### src/rtl/tis100_stack_pkg.sv
// rtl/tis100_stack_pkg.sv - shared bus layout, port indices and FSM states for TIS-100 nodes
package tis100_stack_pkg;

    localparam int BUS_W    = 15;
    localparam int DATA_MSB = 10;
    localparam int VALID    = 11;
    localparam int RDREQ    = 12;
    localparam int ACK      = 13;

    typedef enum logic [1:0] {
        LEFT  = 2'd0,
        RIGHT = 2'd1,
        UP    = 2'd2,
        DOWN  = 2'd3
    } port_e;

    typedef enum logic {
        IDLE  = 1'b0,
        OFFER = 1'b1
    } state_e;

    // rdreq and the reserved bit stay 0: the stack never initiates a read
    function automatic logic [BUS_W-1:0] bus_word(input logic [DATA_MSB:0] data,
                                                  input logic valid,
                                                  input logic ack);
        bus_word              = '0;
        bus_word[DATA_MSB:0]  = data;
        bus_word[VALID]       = valid;
        bus_word[ACK]         = ack;
    endfunction

endpackage

### src/rtl/tis100_port_arb.sv
// rtl/tis100_port_arb.sv - fixed-priority picker, LEFT > RIGHT > UP > DOWN
module tis100_port_arb (
    input  logic [3:0] req,
    output logic [3:0] grant,
    output logic [1:0] idx,
    output logic       any
);

    always_comb begin
        grant = 4'b0000;
        idx   = 2'd0;
        any   = |req;
        if (req[0]) begin
            grant = 4'b0001;
            idx   = 2'd0;
        end else if (req[1]) begin
            grant = 4'b0010;
            idx   = 2'd1;
        end else if (req[2]) begin
            grant = 4'b0100;
            idx   = 2'd2;
        end else if (req[3]) begin
            grant = 4'b1000;
            idx   = 2'd3;
        end
    end

endmodule

### src/rtl/tis100_stack.sv
// rtl/tis100_stack.sv - LIFO stack node serving pushes and pops on the four port buses
module tis100_stack
    import tis100_stack_pkg::*;
#(
    parameter int DEPTH = 15,
    parameter int CW    = 4
) (
    input  logic          clk,
    input  logic          reset,
    input  logic [14:0]   left,
    input  logic [14:0]   right,
    input  logic [14:0]   up,
    input  logic [14:0]   down,
    output logic [14:0]   leftOut,
    output logic [14:0]   rightOut,
    output logic [14:0]   upOut,
    output logic [14:0]   downOut,
    output logic [CW-1:0] count,
    output logic          full,
    output logic          empty
);

    logic [ACK:0]      bus_in  [4];
    logic [BUS_W-1:0]  bus_out [4];
    logic [DATA_MSB:0] mem [DEPTH];

    logic [CW-1:0] sp;
    state_e        state;
    port_e         sel;
    logic [3:0]    acked;

    logic [3:0]        push_req, pop_req, push_grant, pop_grant;
    logic [1:0]        push_idx, pop_idx;
    logic              push_any, pop_any;
    logic [DATA_MSB:0] push_data, top_word;
    logic              unused;

    assign bus_in[0] = left[ACK:0];
    assign bus_in[1] = right[ACK:0];
    assign bus_in[2] = up[ACK:0];
    assign bus_in[3] = down[ACK:0];

    assign leftOut  = bus_out[0];
    assign rightOut = bus_out[1];
    assign upOut    = bus_out[2];
    assign downOut  = bus_out[3];

    assign count = sp;
    assign full  = (sp == CW'(DEPTH));
    assign empty = (sp == '0);

    // the port acked last cycle is masked so its still-high valid is not pushed twice
    always_comb begin
        push_req = '0;
        pop_req  = '0;
        for (int i = 0; i < 4; i++) begin
            push_req[i] = (state == IDLE) && bus_in[i][VALID] && !acked[i] && !full;
            pop_req[i]  = (state == IDLE) && bus_in[i][RDREQ] && !empty;
        end
    end

    tis100_port_arb u_push_arb (
        .req   (push_req),
        .grant (push_grant),
        .idx   (push_idx),
        .any   (push_any)
    );

    tis100_port_arb u_pop_arb (
        .req   (pop_req),
        .grant (pop_grant),
        .idx   (pop_idx),
        .any   (pop_any)
    );

    assign push_data = bus_in[push_idx][DATA_MSB:0];
    assign top_word  = mem[sp - 1'b1];
    assign unused    = ^{left[14], right[14], up[14], down[14], pop_grant};

    always_ff @(posedge clk) begin
        if (push_any) begin
            mem[sp] <= push_data;
        end
    end

    always_ff @(posedge clk or posedge reset) begin
        if (reset) begin
            state <= IDLE;
            sel   <= LEFT;
            sp    <= '0;
            acked <= '0;
            for (int i = 0; i < 4; i++) begin
                bus_out[i] <= '0;
            end
        end else begin
            acked <= '0;
            for (int i = 0; i < 4; i++) begin
                bus_out[i] <= '0;
            end
            case (state)
                IDLE: begin
                    if (push_any) begin
                        sp                <= sp + 1'b1;
                        acked             <= push_grant;
                        bus_out[push_idx] <= bus_word('0, 1'b0, 1'b1);
                    end else if (pop_any) begin
                        sel              <= port_e'(pop_idx);
                        state            <= OFFER;
                        bus_out[pop_idx] <= bus_word(top_word, 1'b1, 1'b0);
                    end
                end
                OFFER: begin
                    if (bus_in[sel][ACK]) begin
                        sp    <= sp - 1'b1;
                        state <= IDLE;
                    end else if (!bus_in[sel][RDREQ]) begin
                        state <= IDLE;
                    end else begin
                        bus_out[sel] <= bus_word(top_word, 1'b1, 1'b0);
                    end
                end
                default: state <= IDLE;
            endcase
        end
    end

endmodule
### config.mk
export PLATFORM = sky130hd
export DESIGN_NAME = tis100_stack
export DESIGN_NICKNAME = d
export VERILOG_FILES = /design/src/rtl/tis100_stack_pkg.sv /design/src/rtl/tis100_port_arb.sv /design/src/rtl/tis100_stack.sv
export SDC_FILE = /design/constraint.sdc
export NUM_CORES = 1
export LEC_CHECK = 0
export ABC_AREA = 1
export BUFFER_PORTS_ARGS = -buffer_cell sky130_fd_sc_hd__buf_2
export CORE_ASPECT_RATIO = 0.7
export CORE_MARGIN = 10
export CORE_UTILIZATION = 50
export DETAILED_ROUTE_END_ITERATION = 8
export PLACE_DENSITY = 0.71
export SETUP_SLACK_MARGIN = 0.1
export SKIP_LAST_GASP = 1
export SLEW_MARGIN = 25
export SYNTH_ARGS = -nofsm -noshare
export SYNTH_HDL_FRONTEND = slang
export SYNTH_SLANG_ARGS = --single-unit
### constraint.sdc
create_clock -name clk -period 7.85 [get_ports clk]
set_input_delay 1.57 -clock clk [delete_from_list [all_inputs] [get_ports clk]]
set_output_delay 1.57 -clock clk [all_outputs]
set_load 0.05 [all_outputs]
Word level (Yosys, flattened, before mapping)
Memories as Yosys holds them, arrays and structs flattened.
Index checks and enable logic that the tools add are counted.
{ "totals": {"output_inout_bits": 66, "word_cells": 102, "n_memories": 1, "reg_bits": 71, "ram_bits": 165} }
{ "op_classes": {"n_reduce_logical": 34, "n_addsub": 2, "mux": 41, "bitwise_logic": 7, "eq_ne": 3, "order_cmp": 6} }
{ "mem_list": {"columns": ["name", "words", "width", "rd", "rd_clocked_by_memory_dff", "wr", "line_no", "rtl"], "rows": [
  ["mem", 15, 11, 1, 0, 1, "tis100_stack.sv:25", "logic [DATA_MSB:0] mem [DEPTH];"]
]} }
{ "op_table": {"columns": ["cell", "count"], "rows": [
  ["$mux W60", 4],
  ["$and A57 B60 Y60", 2],
  ["$pmux W60 S2", 1],
  ["$demux W15 S2", 3],
  ["$bmux W14 S2", 2],
  ["$mux W15", 3],
  ["$mux W4", 8],
  ["$mux W14", 2],
  ["$logic_and A1 B1 Y1", 23],
  ["$mux W11", 2],
  ["$mux W2", 8],
  ["$ge A3 B3 Y1 const B", 3],
  ["$lt A3 B1 Y1 const B", 3],
  ["$not A2 Y3", 3],
  ["$pmux W4 S2", 1],
  ["$reduce_or A4 Y1", 2],
  ["$logic_not A1 Y1", 6],
  ["$mux W1", 6],
  ["$add A4 B1 Y4 const B", 1],
  ["$eq A4 B4 Y1 const B", 1],
  ["$logic_not A4 Y1", 1],
  ["$sub A4 B1 Y4 const B", 1],
  ["$reduce_and A3 Y1", 1],
  ["$ne A2 B1 Y1 const B", 1],
  ["4 further kinds", 5]
]} }

Logic depth before layout (Yosys ltp)
{ "depth": {"word_depth": 16, "ltp_mapped": 14} }

By module
From an unflattened synthesis, not the netlist that was laid out.
{ "unflattened": {"cells_unflattened": 881, "hier_area_um2": 9764.4} }
{ "modules_own_cells": {"columns": ["mod", "seq_area_each_um2", "instances", "area_each_um2", "cells_per_inst"], "rows": [
  ["tis100_stack", 6531.3, 1, 9634.2, 851],
  ["tis100_port_arb", 0.0, 2, 65.1, 15]
]} }

Worst setup path before layout
Ideal clock, no wire load.
{ "synth_timing": {"kind": "reg2out", "start": "register sp[0], in the netlist count[0]", "end": "output empty", "stages_incl_launch_ff": 8, "path_buffers": 3, "arrival_time_ns": 1.846, "setup_slack_ns": 4.434, "cell_sequence": "dfrtp_1 > buf_2 > inv_2 > buf_4 > buf_4 > ha_1 > nand2_1 > inv_1"} }
{ "synth_via": {"elab_chain_cells": 1} }
{ "synth_rtl": {"columns": ["item", "line_no", "rtl"], "rows": [
  ["start, declared", "tis100_stack.sv:27", "logic [CW-1:0] sp;"],
  ["start signal, assigned", "tis100_stack.sv:103", "sp <= sp + 1'b1;"],
  ["start signal, assigned", "tis100_stack.sv:114", "sp <= sp - 1'b1;"],
  ["$logic_not A4 Y1", "tis100_stack.sv:50", "assign empty = (sp == '0);"],
  ["end, declared", "tis100_stack.sv:20", "output logic empty"]
]} }
Every way passes these cells.

Worst setup path after layout
Same ends and word-level chain as after synthesis.

==> impl_metrics.env <==
export IMPL_status="completed"
export IMPL_grt_total_usage=0.173
export IMPL_postCtsHoldBufs=0
export IMPL_crit_required_ps=6280
export IMPL_die_height_um=136
export IMPL_routed_wl_um=22400
export IMPL_nNetsFinal=1098
export IMPL_syn_inst=929
export IMPL_final_max_slew_violation_count=0
export IMPL_worst_slew_pin_slew_ps=1030
export IMPL_slowest_delay_ps=700
export IMPL_drt_first_pass_iters=5
export IMPL_worst_path_buf_inv=4
export IMPL_syn2layout_area_growth_pct=14.5
export IMPL_hold_violations=0
export IMPL_holdWs_ps=570
export IMPL_dpl_cell_area_sq_mm=0.0104
export IMPL_gp_congestion=0.856
export IMPL_yosysSeqAreaShare=0.669
export IMPL_setup_viol=0
export IMPL_cts_buffers=22
export IMPL_cts_tree="yes"
export IMPL_cts_setup_buffers=0
export IMPL_grt_pass1_vias=6641
export IMPL_synth_distinct_cells=29
export IMPL_rsz0062_at_grt="no"
export IMPL_clk_pin_slew_ps=60
export IMPL_start_util=0.511
export IMPL_grt_antenna_before_repair=0
export IMPL_worst_slack_ps=3750
export IMPL_crit_path_end_kind="output port"
export IMPL_htreeDepth=1
export IMPL_wire_per_inst_um=17.1
export IMPL_syn_avg_cell_area_sq_um=10.4
export IMPL_fp_dieW_um=186
export IMPL_grt_ovfl_total=0
export IMPL_clock_root_buffer="clkbuf_16"
export IMPL_slew_headroom=0.310
export IMPL_p_leak_uw=0.00495
export IMPL_cellPowerDensity_mw_per_mm2=457
export IMPL_ys_ff_latch=226
export IMPL_cts_sinks=226
export IMPL_dp_hpwl_um=14300
export IMPL_finalCriticalPeriod_ps=4100
export IMPL_dp_slack_ps=3890
export IMPL_io_buffers=115
export IMPL_cp_start_kind="register"
export IMPL_fmax_ghz=0.244
export IMPL_ant_nets=0
export IMPL_worst_ep_arrival_time_ps=2530
export IMPL_crit_path_max_fanout=82
export IMPL_first_iter_violations=662
export IMPL_grt_pass1_wl_um=35600
export IMPL_synth_warnings=0
export IMPL_synth_top_area_cell="edfxtp_1"
export IMPL_post_cts_resized=0
export IMPL_path_class="register to output port"
export IMPL_drc=0
export IMPL_finalClockSkew_ps=14.0
export IMPL_dieArea_sq_mm=0.0254
export IMPL_cp_top_family="buffers and inverters"
export IMPL_critical_path_slowest_cell="buf_4"
export IMPL_rows=42
export IMPL_finalCritPeriodShare=0.522
export IMPL_vias=6817
export IMPL_final_common_cell="nand2_1"
export IMPL_clockBufferDepth=3
export IMPL_cp_cell_sequence="inv_2 -> buf_4 -> ha_1 -> nand2_1 -> inv_1 -> buf_2"
export IMPL_grt_max_degree=84
export IMPL_fin_setup_tns_ps=0
export IMPL_viasPerCell=5.20
export IMPL_maxCapViolCount=0
export IMPL_stdcell_area_sq_mm=0.0111
export IMPL_synth_top_area_share=0.511
export IMPL_syn_area_sq_mm=0.00969
export IMPL_clock_latency_ps=510
export IMPL_io_pins=128
export IMPL_final_layout_size_suffix_gt1_frac=0.193
export IMPL_power_uw=5080
export IMPL_hp_class="register to register"
export IMPL_core_sq_mm=0.0190
export IMPL_final_cell_mix="nand2_1 (262), nand3_1 (174), edfxtp_1 (165)"
export IMPL_n_antenna_cell=0
export IMPL_ir_drop_mv=0.284
export IMPL_synthTopCellsByArea="edfxtp_1 (51%), dfrtp_1 (16%), nand2_1 (10%)"
[sequential cells by signal, indices dropped and copies added, names as in the netlist]
register,count
leftOut,12
sel,2
rightOut,12
upOut,13
downOut,13
state,1
mem,165
acked,4
count,4
[synthesized netlist by cell type (all sizes together)]
master / n
or2: 11
conb: 1
nor2: 83
nand3: 178
ha: 5
dfrtp: 61
inv: 60
a21oi: 7
xor2: 2
nand2: 268
nor3: 7
buf: 44
clkbuf: 15
edfxtp: 165
nand4: 16
clkinv: 1
o21ai: 5
[power by group]
| group | internal [uW] | switching [uW] |
|---|---|---|
| Clock | 579 | 427 |
| Combinational | 524 | 1750 |
| Sequential | 1710 | 86.1 |
| Total | 2810 | 2260 |
[metal layers]
metal | vias up | share of wire | track usage
met5 | - | 0 | 0
met4 | 0 | 0.017 | 0.0374
met1 | 3193 | 0.46 | 0.244
li1 | 3288 | - | -
met2 | 300 | 0.42 | 0.258
met3 | 36 | 0.10 | 0.0527
[per-stage QoR]
stage          cells  utilization
4_1_cts         1310        0.584
2_1_floorplan    936            -
3_5_place_dp    1271        0.548
3_3_place_gp    1271        0.548
5_1_grt         1310        0.585
6_report        1310        0.585
[final timing paths]
kind | from | to | slack, ps | depth (start not counted)
hold reg to reg | acked[2] | acked[2] | 570 | 3
setup / recovery | count[0] | empty | 3750 | 6
hold / removal | acked[2] | acked[2] | 570 | 3
min in group asynchronous | reset | downOut[7] | 1280 | 3
setup reg to reg | count[0] | mem[5][5] | 4250 | 9
max in group asynchronous | reset | count[0] | 6050 | 3
[cells by family (layout without fill, tap and decap cells)]
group           count (synthesis)  after routing  synth area share
simple gates                  563            563             0.256
flops                         226            226             0.669
buf+inv                       120            230            0.0594
compound gates                 12             12           0.00736
fa+ha+maj                       5              5           0.00646
xor+xnor                        2              2           0.00181
other cells                     1              8          0.000387
[final cells by class]
| class | instances | area, sq um |
|---|---|---|
| Sequential cell | 226 | 6480 |
| Timing Repair Buffer | 130 | 688 |
| Inverter | 61 | 229 |
| Fill cell | 1590 | 7870 |
| Clock buffer | 29 | 608 |
| Tap cell | 264 | 330 |
| Multi-Input combinational cell | 590 | 2680 |
| Clock inverter | 10 | 78.8 |
[worst register-to-register path: stages, from the launching register on]
cell and delay (ps):
dfrtp_2 410, buf_4 400, ha_1 420, nand3_4 150, nand3_2 440, nand2_4 320
nor2_8 100, inv_2 80, nand2_1 120, nor2_1 810
Power figures use the tool's default switching activity.
